## src/rtl/cpu_pacer_pkg.sv

```systemverilog
// Shared defaults and types for the CPU clock pacer and its timer front end.
package cpu_pacer_pkg;

  localparam int DIV_W_DEF   = 5;
  localparam int DEB_LEN_DEF = 2;

  // Board default divisor: period of 22 clocks (1/22 rate).
  localparam int DIV_RST = 21;

  typedef enum logic {
    MODE_FULL = 1'b0,
    MODE_SLOW = 1'b1
  } mode_e;

endpackage

```

## src/rtl/cpu_pacer_sync2.sv

```systemverilog
// Two-flop synchroniser for a single asynchronous level input.
module sync2 (
  input  logic clk,
  input  logic rst,
  input  logic d,
  output logic q
);

  logic meta;

  always_ff @(posedge clk) begin
    if (rst) begin
      meta <= 1'b0;
      q    <= 1'b0;
    end else begin
      meta <= d;
      q    <= meta;
    end
  end

endmodule

```

## src/rtl/cpu_pacer.sv

```systemverilog
// CPU clock-enable pacer with boundary-aligned divisor/mode changes, plus
// 50 Hz timer edge detection, button debounce/toggle and gated timer event.
import cpu_pacer_pkg::*;

module cpu_pacer #(
  parameter int   DIV_W    = DIV_W_DEF,
  parameter int   DEB_LEN  = DEB_LEN_DEF,
  parameter logic TMR_INIT = 1'b0
) (
  input  logic             clk_p,
  input  logic             dclo,
  input  logic             cpuslow,
  input  logic [DIV_W-1:0] div_n,
  output logic             cpu_clk_ena,
  input  logic             timer_50,
  input  logic             timer_button,
  output logic             timer_status,
  output logic             vm_evnt,
  output logic             tick
);

  logic [DIV_W-1:0]   cnt;
  logic [DIV_W-1:0]   div_cur;
  mode_e              mode_r;
  logic               at_end;

  logic               t50_s;
  logic               btn_s;
  logic               t50_prev;
  logic [DEB_LEN-1:0] deb;
  logic [DEB_LEN-1:0] deb_nx;
  logic               armed;

  // Divisor and mode are only adopted on the last clock of a period.
  assign at_end = (cnt == div_cur);

  always_ff @(posedge clk_p) begin
    if (dclo) begin
      cnt     <= '0;
      div_cur <= div_n;
      mode_r  <= mode_e'(cpuslow);
    end else if (at_end) begin
      cnt     <= '0;
      div_cur <= div_n;
      mode_r  <= mode_e'(cpuslow);
    end else begin
      cnt     <= cnt + 1'b1;
    end
  end

  assign cpu_clk_ena = (mode_r == MODE_FULL) || (cnt == '0);

  sync2 u_sync_t50 (
    .clk (clk_p),
    .rst (dclo),
    .d   (timer_50),
    .q   (t50_s)
  );

  sync2 u_sync_btn (
    .clk (clk_p),
    .rst (dclo),
    .d   (timer_button),
    .q   (btn_s)
  );

  always_ff @(posedge clk_p) begin
    if (dclo) begin
      t50_prev <= 1'b0;
      tick     <= 1'b0;
      vm_evnt  <= 1'b0;
    end else begin
      t50_prev <= t50_s;
      tick     <= t50_s & ~t50_prev;
      vm_evnt  <= t50_s & timer_status;
    end
  end

  // The toggle decision looks at the history including the sample taken on this tick.
  assign deb_nx = {deb[DEB_LEN-2:0], btn_s};

  always_ff @(posedge clk_p) begin
    if (dclo) begin
      deb          <= '0;
      armed        <= 1'b1;
      timer_status <= TMR_INIT;
    end else if (tick) begin
      deb <= deb_nx;
      if ((&deb_nx) && armed) begin
        timer_status <= ~timer_status;
        armed        <= 1'b0;
      end else if (~|deb_nx) begin
        armed <= 1'b1;
      end
    end
  end

endmodule

```

## config.mk

```make
export PLATFORM = sky130hd
export DESIGN_NAME = cpu_pacer
export DESIGN_NICKNAME = d
export VERILOG_FILES = /design/src/rtl/cpu_pacer_pkg.sv /design/src/rtl/cpu_pacer_sync2.sv /design/src/rtl/cpu_pacer.sv
export SDC_FILE = /design/constraint.sdc
export NUM_CORES = 1
export LEC_CHECK = 0
export ABC_AREA = 0
export CORE_MARGIN = 2
export CORE_UTILIZATION = 35
export CTS_CLUSTER_SIZE = 25
export DETAILED_ROUTE_END_ITERATION = 16
export SLEW_MARGIN = 25
export SYNTH_ARGS = -nofsm -noshare
export SYNTH_HDL_FRONTEND = slang
export SYNTH_SLANG_ARGS = --single-unit
```

## constraint.sdc

```tcl
create_clock -name clk_p -period 2.1 [get_ports clk_p]
set_input_delay 0.42 -clock clk_p [delete_from_list [all_inputs] [get_ports clk_p]]
set_output_delay 0.42 -clock clk_p [all_outputs]
set_load 0.005 [all_outputs]
```

# After elaboration in Yosys (flattened, before gate mapping)
# Cells that the tools add are included.
dict set report totals {
  reg_bits 21
  output_inout_bits 4
  elab_cells 36
  input_bits 10
}
dict set report op_classes {
  mux 6
  n_reduce_logical 9
  bitwise 5
  add_sub_neg 1
  eq_ne 2
}
# op count
set ops {}
lappend ops {{2-to-1 mux 5 bit} 2}
lappend ops {{AND reduction 2 bit} 3}
lappend ops {{adder 5 x 1 -> 5 bit, second input constant} 1}
lappend ops {{== test 5 bit} 1}
lappend ops {{zero test 5 bit} 1}
lappend ops {{2-to-1 mux 1 bit} 4}
lappend ops {{OR reduction 2 bit} 2}
lappend ops {{NOT 1 bit} 3}
lappend ops {{AND 1 bit} 2}
lappend ops {{!= test 2 bit, second input constant} 1}
lappend ops {{nonzero test 2 bit} 1}
lappend ops {{logical AND 1 bit} 1}
lappend ops {{logical OR 1 bit} 1}

# Depth between registers and ports, before layout
# Gate-level depths: netlist of run 1.
dict set report depth {
  ltp_word 4
  ltp_mapped 4
  ltp_nobuf 4
}

# Hierarchy
# Synthesis of run 1 repeated with hierarchy kept, for this count alone.
dict set report hier_totals {
  cells_unflattened 66
  area_unflattened_um2 772.0
}
# module instances cells_each area_per_inst_um2
set by_module_without_submodules {}
lappend by_module_without_submodules {cpu_pacer 1 58 666.9}
lappend by_module_without_submodules {sync2 2 4 52.6}

# Worst setup path before layout of run 1
# OpenSTA, ideal clock, no wires.
dict set report synth_timing {
  path_kind {reg2reg}
  from {register div_cur[4]}
  to {register div_cur[0] (enable)}
  path_slack_ns 0.687
  synth_period_minus_slack_ns 1.413
  path_buffers 0
  path_stages_with_launch 4
  arrival_time_ns 1.102
  setup_ns 0.311
  path_cell_list {edfxtp_1 -> xor2_1 -> nor4_2 -> a21o_2}
}
dict set report synth_via {
  elab_chain_len 2
}
# item line
set synth_rtl {}
lappend synth_rtl {{start, declared} cpu_pacer.sv:23} ;# logic [DIV_W-1:0] div_cur;
lappend synth_rtl {{start signal, assigned} cpu_pacer.sv:40} ;# div_cur <= div_n;
lappend synth_rtl {{start signal, assigned} cpu_pacer.sv:44} ;# div_cur <= div_n;
lappend synth_rtl {{== test 5 bit} cpu_pacer.sv:35} ;# assign at_end = (cnt == div_cur);
lappend synth_rtl {{nonzero test 2 bit (no source line)} n/a}
# Every way passes these cells.
# A chain may end at the register's enable or synchronous reset.

# Worst setup path after layout of run 1
dict set report layout_timing {
  from {register cnt[0]}
  to {output port cpu_clk_ena}
}
dict set report layout_via {
  elab_chain_len 2
}
# item line
set layout_rtl {}
lappend layout_rtl {{start, declared} cpu_pacer.sv:22} ;# logic [DIV_W-1:0] cnt;
lappend layout_rtl {{start signal, assigned} cpu_pacer.sv:47} ;# cnt <= cnt + 1'b1;
lappend layout_rtl {{zero test 5 bit} cpu_pacer.sv:51} ;# assign cpu_clk_ena = (mode_r == MODE_FULL) || (cnt == '0);
lappend layout_rtl {{logical OR 1 bit} cpu_pacer.sv:51}
lappend layout_rtl {{end, declared} cpu_pacer.sv:14} ;# output logic cpu_clk_ena,
# Every way passes these cells.

==> summary.txt, run 1 <==
Critical path
  • Worst Setup Path Type: reg -> out
  • Worst Setup End Kind: output port
  • Worst Path Arrival: 1.43 ns
  • Worst Path Required: 1.68 ns
  • CP max FO: 5
  • Critical path startpoint category: flop

Global routing
  • Global-route wire length before repair: 1870 µm
  • Vias in the first global route: 472
  • Pin count of the biggest net entering global routing: 13
  • Global route overflow: 0
  • Initial antenna violation count: 0
  • Total Routing Usage GR: between 10% and 20%

Final layout
  • Area Overhead vs Synth: 25.2%
  • # diodes: 0
  • Nets: 97
  • Share of cells above drive strength 1: 11.9%
  • Fillers: 216
  • Multi-input logic area: ~270 µm²
  • Flip-flop and latch area: between 400 and 500 µm²

Floorplanning
  • Chip Width: 51.1 µm
  • Core ar.: 0.00215 mm²
  • Num rows: 17
  • I/O pin count: 14
  • Starting density of the core: a little over a third
  • Die height: 51.1 µm
  • DIE AREA: 0.00261 mm²

STA
  • Setup violations, final: 0
  • Tcrit/Tclk final: 88.2%
  • Slew @ Worst Pin: 0.326 ns
  • Minimum clock period: 1.85 ns
  • Highest Clock Rate: 540 MHz
  • Fin. Hold Viols: 0
  • Worst Clk Skew: 0.00239 ns
  • Slew Viols, Final: 0
  • Setup TNS: 0 ns
  • Final WS setup: 0.247 ns
  • RSZ-0062 raised after global routing: no
  • Max-slew headroom: 78.1%

Power and ir drop
  • Leakage: 0.381 nW
  • Tot Pwr: 0.700 mW
  • Worst IR drop on VDD: between 300 and 400 µV
  • Pwr dens: 721 mW/mm²

Placed design
  • Placed wire-length estimate: 791 µm
  • IO buf count: 13
  • GPL Wtd Cong: 0.787
  • Pre-CTS setup slack: 0.304 ns

Clocking
  • CTS clock-pin slew for the worst setup and hold paths: 0.11 ns
  • H-tree Lvls: 1
  • Total CTS buffers: 3
  • Max Buffers Root-to-Sink: 2
  • CTS tree: built
  • Clock Latency Late Sink: ~0.30 ns
  • Clock sinks: 21
  • CTS root buffer: clkbuf_4
  • # hold bufs at CTS: 0

Drt
  • Post-route ant nets: 0
  • Post-DR vias/cell: between 4 and 5
  • Drt initial violations: 2
  • Post-Route WL: 1030 µm
  • Drc violations: 0
  • DR pass1 iterations: 4
  • Routed vias: 467
  • Routed len/inst: 9.19 µm

Outcome
  • Run status: complete, no violations

Synth
  • Mapped Area: 776 µm²
  • Most used flip-flop cell after synthesis: dfxtp_1
  • #FFs+latches synth: 21
  • Post-synth EDFFs: 6
  • Gate count after technology mapping: 67
  • Area contributors post-synth: dfxtp_1 39%, edfxtp_1 23%, xor2_1 6.8%
  • Leading area contributor after synthesis: dfxtp_1
  • Post-Syn Nets: 79
  • Register area share after synthesis: 61.9%
  • Count leader, synth: dfxtp_1
  • Synth Area per Inst: 11.6 µm²
  • Synth unique cells: 21
  • Synth Warn #: 0
  • FFs w/ async S/R, synth: 0%
  • Synth top area share: roughly two fifths
  • Top post-synthesis cells by count: 15 x dfxtp_1, 6 x edfxtp_1, 6 x inv_1, 6 x nor2b_1, 6 x xor2_1

Worst hold path
  • Hold crit path type: reg -> reg

Run
  • Number of max-cap violations: 0
-- area by class of cell --
| cell class | instances | area share (%) |
|---|---|---|
| flip-flops and latches | 21 | 49.5 |
| multi-input cells | 39 | 27.7 |
| repair buffers | 14 | 14.0 |
| well taps | 28 | 3.61 |
| clock buffers | 3 | 2.32 |
| inverters | 6 | 2.32 |
| clock inverters | 1 | 0.515 |
-- cell usage in the layout, fill, tap and decap left out, drive strengths merged --
| cell type | instances |
|---|---|
| clkinv | 1 |
| nor2 | 5 |
| buf | 1 |
| o41ai | 1 |
| nand3 | 2 |
| dlygate4sd2 | 1 |
| xor2 | 6 |
| dfxtp | 15 |
| edfxtp | 6 |
| clkbuf | 3 |
| nor4 | 1 |
| a211o | 1 |
| inv | 6 |
| nor2b | 6 |
| nand4 | 1 |
| ha | 2 |
| a21o | 2 |
| or2 | 1 |
| nand2b | 1 |
| clkdlybuf4s50 | 12 |
| nand2 | 3 |
| and2 | 1 |
| a21oi | 4 |
| xnor2 | 2 |
-- flip-flops by register name, summed over array words and instances, names as in the netlist --
name and cells:
armed 1, cnt 5, deb 1, div_cur 5, mode_r 1, t50_prev 1, tick 1, timer_status 1
u_sync_btn.meta 1, u_sync_btn.q 1, u_sync_t50.meta 1, u_sync_t50.q 1, vm_evnt 1
-- report_power, final --
group          leakage (nW)  switching (mW)  internal (mW)  total [mW]
sequential            0.181          0.0134          0.436       0.450
clock                0.0177           0.116         0.0709       0.187
combinational         0.182          0.0260         0.0373      0.0633
-- critical path, cell delays in order (launching register included) --
cell and delay (ns):
dfxtp_1 0.37, inv_1 0.07, ha_1 0.13, inv_1 0.03, o41ai_1 0.26, dlygate4sd2_1 0.27
-- routing by layer --
metal | part of all wire, % | track usage, %
met4 | 2.3 | 9.91
met2 | 45 | 15.6
met3 | 5.8 | 3.80
met5 | 0 | 0
met1 | 47 | 10.6
-- cell families (layout without fill, tap and decap cells) --
logic type / Yosys count / in the layout / synth area share [%]
flip-flops: 21 / 21 / 61.9
AND/OR/NAND/NOR: 21 / 21 / 14.8
AO/OA/AOI/OAI: 8 / 8 / 7.58
XOR/XNOR: 8 / 8 / 9.03
buffers and inverters: 7 / 24 / 3.39
adder cells (fa/ha/maj): 2 / 2 / 3.23
-- per-stage QoR --
stage | hold slack (ns) | instances | util (%) | area (µm²)
after floorplan | 0.367 | 67 | - | 776
after global placement | 0.372 | 108 | 44.0 | 945
after detailed placement | 0.378 | 108 | 44.0 | 945
after CTS | 0.395 | 112 | 45.2 | 971
after global routing | 0.445 | 112 | 45.2 | 971
final | 0.393 | 112 | 45.2 | 971
-- repair_timing --
item	4_1_cts	5_1_grt
buffers inserted	0	0
endpoints found under the hold margin	0	0
setup endpoints to repair	1	0
gates resized for setup	1	0
-- final timing paths --
kind	startpoint	to	slack, ns	cells after the start
worst max-delay path	cnt[0]	cpu_clk_ena	0.25	5
worst max register to register	div_cur[4]	mode_r	0.58	3
worst min-delay path	t50_prev	tick	0.39	1
worst min register to register	t50_prev	tick	0.39	1
(Power assumes the default switching activity.)
==> inputs of run 2 (changes only) <==
--- a/config.mk
+++ b/config.mk
@@ -7,9 +7,10 @@
 export LEC_CHECK = 0
 export ABC_AREA = 0
 export CORE_MARGIN = 2
-export CORE_UTILIZATION = 35
+export CORE_UTILIZATION = 52
 export CTS_CLUSTER_SIZE = 25
 export DETAILED_ROUTE_END_ITERATION = 16
+export PLACE_DENSITY = 0.79
 export SLEW_MARGIN = 25
 export SYNTH_ARGS = -nofsm -noshare
 export SYNTH_HDL_FRONTEND = slang
==> summary.txt, run 2 (synthesis gave the netlist of run 1 again) <==
Drt
  • Met2 WL post-DR: 505 µm (was 463 µm)
  • Post-DR vias/cell: 5.01 (was 4.17)
  • M1 wire length: 477 µm (was 480 µm)
  • Drc violations: 0 (unchanged)
  • DR pass1 iterations: 5 (was 4)
  • Routed vias: 496 (was 467)
  • Post-Route WL: 1080 µm (was 1030 µm)
  • Drt initial violations: 5 (was 2)
  • Post-route ant nets: 0 (unchanged)
  • Max layer used: met4 (unchanged)
  • Met3 wire length: 78 µm (was 60 µm)
  • Routed len/inst: 10.9 µm (was 9.19 µm)

Critical path
  • Worst Path Arrival: 1.41 ns (was 1.43 ns)
  • Origin of the critical flop-to-flop path: div_cur[4] (unchanged)
  • Worst Path Required: 1.68 ns (about the same)
  • Worst Setup End Kind: output port (unchanged)
  • Critical Path Source: cnt[0] (unchanged)
  • Worst Setup Path Type: reg -> out (unchanged)
  • CP max FO: 5 (unchanged)
  • Critical path startpoint category: flop (unchanged)

Global routing
  • Initial antenna violation count: 0 (unchanged)
  • Total Routing Usage GR: 14.3% (was 10.2%)
  • Pin count of the biggest net entering global routing: 14 (was 13)
  • Vias in the first global route: 470 (was 472)
  • Global route overflow: 0 (unchanged)
  • Global-route wire length before repair: 1860 µm (was 1870 µm)

Clocking
  • PostCTS Resize Cnt: 1 (unchanged)
  • CTS tree: built (unchanged)
  • CTS clock-pin slew for the worst setup and hold paths: 0.12 ns (was 0.11 ns)
  • Max Buffers Root-to-Sink: 2 (unchanged)
  • CTS root buffer: clkbuf_4 (unchanged)
  • Clock Latency Late Sink: 0.30 ns (about the same)
  • Post-CTS setup buffer count: 0 (unchanged)
  • Clock sinks: 21 (unchanged)
  • # hold bufs at CTS: 0 (unchanged)
  • Total CTS buffers: 3 (unchanged)
  • H-tree Lvls: 1 (unchanged)

Power and ir drop
  • Switching pwr: 0.157 mW (was 0.156 mW)
  • Switching part of the total power: 22.4% (was 22.3%)
  • Leakage: 0.378 nW (was 0.381 nW)
  • Logic pwr share: 9.0% (about the same)
  • Internal Pwr Total: 0.546 mW (was 0.545 mW)
  • Clock network fraction of total power: 27.1% (was 26.7%)
  • Sequential group share of total power: 63.9% (was 64.2%)
  • Pwr dens: 735 mW/mm² (was 721 mW/mm²)
  • Worst IR drop on VDD: 626 µV (was 324 µV)

STA
  • Minimum clock period: 1.83 ns (was 1.85 ns)
  • RSZ-0062 raised after global routing: no (unchanged)
  • Worst Clk Skew: 0.00785 ns (was 0.00239 ns)
  • Slew Viols, Final: 0 (unchanged)
  • Setup violations, final: 0 (unchanged)
  • Fin. Hold Viols: 0 (unchanged)
  • Tcrit/Tclk final: 87.3% (was 88.2%)
  • Setup TNS: 0 ns (unchanged)
  • Max-slew headroom: 79.3% (was 78.1%)
  • Final WS setup: 0.266 ns (was 0.247 ns)
  • Slew @ Worst Pin: 0.308 ns (was 0.326 ns)
  • Highest Clock Rate: 545 MHz (was 540 MHz)

Worst hold path
  • Hold crit path type: reg -> reg (unchanged)
  • Min-delay src: t50_prev (unchanged)

Placed design
  • GPL Wtd Cong: 0.709 (was 0.787)
  • IO buf count: 13 (unchanged)
  • Pre-CTS setup slack: 0.283 ns (was 0.304 ns)
  • Placed wire-length estimate: 857 µm (was 791 µm)

Final layout
  • Top flop regs: cnt: 5 flops, div_cur: 5 flops (unchanged)
  • Nets: 97 (unchanged)
  • Multi-input logic area: 269 µm² (unchanged)
  • Share of cells above drive strength 1: 11.9% (unchanged)
  • Flip-flop and latch area: 480 µm² (unchanged)
  • Fillers: 111 (was 216)
  • Commonest cells after routing, fill and taps aside: 15 x dfxtp_1, 12 x clkdlybuf4s50_1 (unchanged)
  • # diodes: 0 (unchanged)
  • Area Overhead vs Synth: 23.4% (was 25.2%)
  • Commonest non-fill, non-tap cell in the layout: dfxtp_1 (unchanged)

Floorplanning
  • DIE AREA: 0.00182 mm² (was 0.00261 mm²)
  • I/O pin count: 14 (unchanged)
  • Die height: 42.6 µm (was 51.1 µm)
  • Starting density of the core: 57.5% (was 36.1%)
  • Core ar.: 0.00135 mm² (was 0.00215 mm²)
  • Chip Width: 42.6 µm (was 51.1 µm)
  • Num rows: 13 (was 17)

Outcome
  • Run status: complete, no violations (unchanged)

Run
  • Number of max-cap violations: 0 (unchanged)
==> run 2: final timing paths <==
check | endpoint | slack (ns) | cells after the start
worst min-delay path | tick | 0.40 | 1
worst max register to register | div_cur[3] | 0.58 | 3
worst min register to register | tick | 0.40 | 1
worst max-delay path | cpu_clk_ena | 0.27 | 5
==> run 2: metal layers <==
| metal | global-route usage, % | vias up |
|---|---|---|
| met5 | 0 | - |
| met1 | 15.8 | 223 |
| li1 | - | 255 |
| met2 | 22.4 | 16 |
| met4 | 5.63 | 0 |
| met3 | 8.19 | 2 |
==> run 2: worst max-delay path, stage by stage (launching register included) <==
cell,delay [ns]
dfxtp_1,0.37
inv_1,0.07
ha_1,0.14
inv_1,0.03
o41ai_1,0.23
dlygate4sd2_1,0.27
==> run 2: layout make-up <==
type / instances / share of cell area [%]
clock buffers: 3 / 2.35
inverters: 6 / 2.35
multi-input cells: 39 / 28.1
well taps: 15 / 1.96
clock inverters: 1 / 0.784
flip-flops and latches: 21 / 50.2
repair buffers: 14 / 14.2
==> run 2: power by group through the flow <==
stage,Clock [mW],Combinational [mW],Sequential [mW]
finish,0.191,0.0631,0.450
global route,0.215,0.0703,0.453
CTS,0.201,0.0648,0.450
detailed placement,0,0.0664,0.459
global placement,0,0.0647,0.459
floorplan,0,0.0368,0.457
==> run 2: stage by stage <==
stage	hold slack (ns)	total power [mW]	utilization (%)	area, µm²	instances
4_1_cts	0.401	0.716	70.9	957	99
3_5_place_dp	0.373	0.526	68.8	928	95
3_3_place_gp	0.371	0.523	68.8	928	95
2_1_floorplan	0.367	0.493	-	776	67
6_report	0.397	0.703	70.9	957	99
5_1_grt	0.423	0.738	70.9	957	99
